==> config.mk <==
export PLATFORM = sky130hd
export DESIGN_NAME = fft_stage_sequencer
export DESIGN_NICKNAME = d
export VERILOG_FILES = /design/src/rtl/fft_stage_sequencer.sv
export SDC_FILE = /design/constraint.sdc
export NUM_CORES = 1
export LEC_CHECK = 0
export BUFFER_PORTS_ARGS = -buffer_cell sky130_fd_sc_hd__buf_2
export CORE_UTILIZATION = 50
export CTS_CLUSTER_DIAMETER = 30
export DETAILED_ROUTE_END_ITERATION = 7
export PLACE_DENSITY = 0.75
export SYNTH_ARGS = -nofsm -noshare
export SYNTH_HDL_FRONTEND = slang
export SYNTH_SLANG_ARGS = --single-unit
==> constraint.sdc <==
create_clock -name clk -period 2.49 [get_ports clk]
set_input_delay 0.498 -clock clk [delete_from_list [all_inputs] [get_ports clk]]
set_output_delay 0.498 -clock clk [all_outputs]
set_load 0.01 [all_outputs]
==> src/rtl/fft_stage_sequencer.sv <==
// fft_stage_sequencer: radix-2 FFT stage/butterfly issue sequencer with ping-pong bank select.
// Define FFT_CYCLE_COUNT_EN to add the 32-bit busy-cycle counter output cycle_count.
module fft_stage_sequencer #(
  parameter int FFT_N          = 10,
  parameter int STAGE_COUNT_BW = 4
) (
  input  logic                      clk,
  input  logic                      reset,
  input  logic                      start,
  input  logic                      hold,
  output logic                      busy,
  output logic                      done,
  output logic [STAGE_COUNT_BW-1:0] fft_stage,
  output logic                      bf_iact,
  output logic [1:0]                bf_ictrl,
  output logic [FFT_N-2:0]          bf_addr,
  output logic [FFT_N-2:0]          twiddle_addr,
  output logic                      bank_sel,
  input  logic                      bf_oact,
  output logic                      err
`ifdef FFT_CYCLE_COUNT_EN
  ,
  output logic [31:0]               cycle_count
`endif
);
  localparam int KW = FFT_N - 1;
  localparam logic [KW-1:0] K_LAST = '1;
  localparam logic [FFT_N-1:0] N_HALF = {1'b1, {KW{1'b0}}};
  localparam logic [FFT_N-1:0] N_PRE = {1'b0, {KW{1'b1}}};
  localparam logic [STAGE_COUNT_BW-1:0] S_LAST = STAGE_COUNT_BW'(FFT_N - 1);
  typedef enum logic [2:0] {IDLE, ISSUE, DRAIN, NEXT, FIN} state_t;
  state_t state_q, state_d;
  logic [KW-1:0] k_q, k_d, mask;
  logic [STAGE_COUNT_BW-1:0] stage_q, stage_d;
  logic [FFT_N-1:0] cnt_q, cnt_d;
  logic bank_q, bank_d, err_q, err_d, full, drained;
  assign busy = state_q != IDLE;
  assign done = state_q == FIN;
  assign bf_iact = state_q == ISSUE && !hold;
  assign bf_ictrl = bf_iact ? {k_q == K_LAST, k_q == '0} : 2'b00;
  assign bf_addr = k_q;
  assign fft_stage = stage_q;
  assign bank_sel = bank_q;
  assign err = err_q;
  // Twiddle index keeps the low s bits of k, scaled up to the full ROM range.
  assign mask = ~({KW{1'b1}} << stage_q);
  assign twiddle_addr = (k_q & mask) << (KW - int'(stage_q));
  assign full = cnt_q == N_HALF;
  assign drained = full || (cnt_q == N_PRE && bf_oact);
  always_comb begin
    state_d = state_q;
    k_d = k_q;
    stage_d = stage_q;
    bank_d = bank_q;
    cnt_d = (busy && bf_oact && !full) ? cnt_q + 1'b1 : cnt_q;
    err_d = err_q || (bf_oact && (!busy || full));
    case (state_q)
      IDLE: state_d = start ? ISSUE : IDLE;
      ISSUE: begin
        k_d = bf_iact ? k_q + 1'b1 : k_q;
        state_d = (bf_iact && k_q == K_LAST) ? DRAIN : ISSUE;
      end
      DRAIN: begin
        state_d = drained ? NEXT : DRAIN;
        cnt_d = drained ? '0 : cnt_d;
      end
      NEXT: begin
        bank_d = ~bank_q;
        state_d = (stage_q == S_LAST) ? FIN : ISSUE;
        stage_d = (stage_q == S_LAST) ? stage_q : stage_q + 1'b1;
      end
      FIN: begin
        state_d = IDLE;
        stage_d = '0;
      end
      default: state_d = IDLE;
    endcase
  end
  always_ff @(posedge clk) begin
    if (reset) begin
      state_q <= IDLE;
      k_q <= '0;
      stage_q <= '0;
      bank_q <= 1'b0;
      cnt_q <= '0;
      err_q <= 1'b0;
    end else begin
      state_q <= state_d;
      k_q <= k_d;
      stage_q <= stage_d;
      bank_q <= bank_d;
      cnt_q <= cnt_d;
      err_q <= err_d;
    end
  end
`ifdef FFT_CYCLE_COUNT_EN
  logic [31:0] cc_q, cc_d;
  assign cycle_count = cc_q;
  assign cc_d = (state_q == IDLE && start) ? '0 : (busy && cc_q != '1) ? cc_q + 1'b1 : cc_q;
  always_ff @(posedge clk) begin
    if (reset) cc_q <= '0;
    else cc_q <= cc_d;
  end
`endif
endmodule
==> results.cfg <==
[cells_and_area]
fillers = 320
fin_area_sq_mm = 0.002371
num_antenna_cells = 0
nNetsFinal = 308
drive_gt1_share_pct = 26.74
syn_to_final_growth_pct = 23.53
final_util_pct = 64.76

[synth]
async_flop_share_pct = 0
synth_ff_type = dfxtp_1
yosysSeqAreaShare_pct = 29.20
syn_inst = 249
syn_area_per_cell_sq_um = 7.708
syn_area_sq_mm = 0.001919
yosysWarnings = 0
synth_edf_count = 0
syn_nets = 268
ys_seq_elements = 28
ys_types = 46

[setup_path]
crit_type = flop to primary output
endpoint_kind = primary output
crit_arrival_ns = 2.01
critical_path_required_ns = 1.99
cp-start-kind = flop
path_max_fanout = 4

[route]
wl_per_cell_um = 13.74
vias = 1891
drtAntennaViolNets = 0
routed_wl_mm = 4.618
drcViolationCount = 0
first_iter_violations = 184
vias_per_cell = 5.628
drt-pass1-iter-count = 5

[outcome]
violations = negative setup slack
outcome = complete, but fails checks

[flow_run]
drv_cap = 0

[sta]
worst_slew_pin_slew_ns = 0.4465
finalClockSkew_ns = 0.005290
rsz0062_at_grt = yes
finalHoldViolCount = 0
fin_crit_ns = 2.512
slew_violations = 0
fmax_mhz = 398.0
period_share_pct = 100.9
fin_ws_ns = -0.02241
max-slew-margin-rel_pct = 70.23
finalSetupViolCount = 1

[floorplan]
rows = 22
core_sq_mm = 0.003661
start_util_pct = 52.43
die_y_um = 63.96
dieArea_sq_mm = 0.004090
boundaryPins = 34
die_w_um = 63.96

[placed_design]
placed_area_sq_mm = 0.002171
gp_congestion = 0.9604
dp_hpwl_mm = 3.226
dp_slack_ns = 0.1530
place.port_buffers = 33

[pwr]
fin_total_pwr_uw = 874.8
leakage_nw = 0.9735
ir_worst_vdd_v = 0.0003077
p_per_area_mw_per_mm2 = 369.0

[clock_network]
clkLatencyLatePin_ns = 0.28
ctsHoldBuffers = 0
cts_sinks = 28
cts-root-buf = clkbuf_8
cts_max_level = 1
clock_path_buffers = 2
cts.clk_slew.worst_paths_ns = 0.10
cts_tree = yes
numCtsBuffers = 3

[global_route]
grt_pass1_vias = 1686
gr-total-overflow = 0
track_usage_pct = 23.43
antenna_found_initial = 0
grt_pass1_wl_mm = 7.665
grt_max_degree = 19

[min_path]
hp-class = flop to flop
where the power goes:
group / switching [mW] / internal, mW
logic: 0.0309 / 0.0253
clock network: 0.143 / 0.215
registers: 0.00863 / 0.452
total: 0.182 / 0.693
timing repair:
item,4_1_cts,5_1_grt
gates resized for setup,15,11
pin swaps,2,8
setup endpoints to repair,4,8
setup buffers,3,1
path summary, 6_finish.rpt:
path	startpoint	to	slack (ns)	cells after the start
setup / recovery	fft_stage[1]$_SDFFE_PP0P_	twiddle_addr[8]	-0.02	9
hold / removal	err$_SDFF_PP0_	err$_SDFF_PP0_	0.46	2
setup reg to reg	cnt_q[0]$_SDFF_PP0_	cnt_q[6]$_SDFF_PP0_	0.69	7
hold reg to reg	err$_SDFF_PP0_	err$_SDFF_PP0_	0.46	2
placed cells by master (no fill, tap or decap), drive strengths merged, types with 8 or more instances in the layout:
master / Yosys / final
buf: 4 / 47
nor2: 39 / 39
dfxtp: 28 / 28
nand2: 25 / 25
inv: 14 / 14
ha: 14 / 14
a21oi: 13 / 13
o21ai: 12 / 12
xor2: 9 / 9
nor3: 8 / 8
nand3: 8 / 8
routing by layer:
metal  wire length (um)  vias to the layer above  GRT usage (%)
met5                  0                        -              0
met3                210                        8          3.393
li1                   -                      948              -
met2               2213                       58          39.23
met4                 63                        0          6.250
met1               2130                      877          31.18
layout make-up:
| class | instances | area (sq um) | share of cell area [%] |
|---|---|---|---|
| Inverter | 14 | 52.55 | 2.216 |
| Clock buffer | 3 | 41.29 | 1.741 |
| Sequential cell | 28 | 566.8 | 23.91 |
| Clock inverter | 1 | 30.03 | 1.266 |
| Multi-Input combinational cell | 195 | 1346 | 56.78 |
| Timing Repair Buffer | 47 | 274.0 | 11.56 |
| Tap cell | 48 | 60.06 | 2.533 |
cell usage after synthesis, types with 4 or more instances:
cell type / count / area share (%)
nor2_1: 39 / 7.6
dfxtp_1: 28 / 29
nand2_1: 25 / 4.9
ha_1: 14 / 9.1
inv_1: 14 / 2.7
a21oi_1: 13 / 3.4
o21ai_0: 12 / 3.1
xor2_1: 9 / 4.1
clkbuf_1: 8 / 1.6
nand3_1: 8 / 2.1
nor3_1: 8 / 2.1
xnor2_1: 7 / 3.2
nand4_1: 6 / 2.0
nor2b_1: 6 / 2.0
mux2i_1: 5 / 2.6
a211oi_1: 4 / 1.6
o22ai_1: 4 / 1.3
registers in the layout (all words and copies together) (netlist names):
signal     cells
cnt_q         10
bf_addr        9
fft_stage      4
state_q        3
bank_sel       1
err            1
critical path, cell delays in order, from the launching register on:
cell,delay [ns]
dfxtp_4,0.39
inv_2,0.05
ha_2,0.20
ha_4,0.16
nor2b_2,0.17
a32oi_2,0.10
mux2_4,0.32
nor2_4,0.11
a2bb2oi_2,0.12
buf_2,0.13
kinds of logic (layout without fill, tap and decap cells):
logic type                 Yosys count  count (layout)  share of synthesized area (%)
AOI/OAI and AO/OA                   45              45                          14.73
xor gates and xnor gates            16              16                          7.301
adders and majority gates           14              14                          9.127
buffers and inverters               26              65                          5.606
DFF                                 28              28                          29.20
muxes                                6               6                          3.194
and+or+nand+nor                    114             114                          30.84
metrics by stage:
| stage | setup TNS [ns] | std cells | hold WS, ns |
|---|---|---|---|
| after floorplan | 0 | 249 | 0.4696 |
| after global placement | 0 | 328 | 0.4311 |
| after detailed placement | 0 | 328 | 0.4440 |
| after CTS | -0.03798 | 335 | 0.4602 |
| after global routing | -0.2871 | 336 | 0.5065 |
| final | -0.02241 | 336 | 0.4601 |
Note: power is estimated with default switching activity, not from simulation.
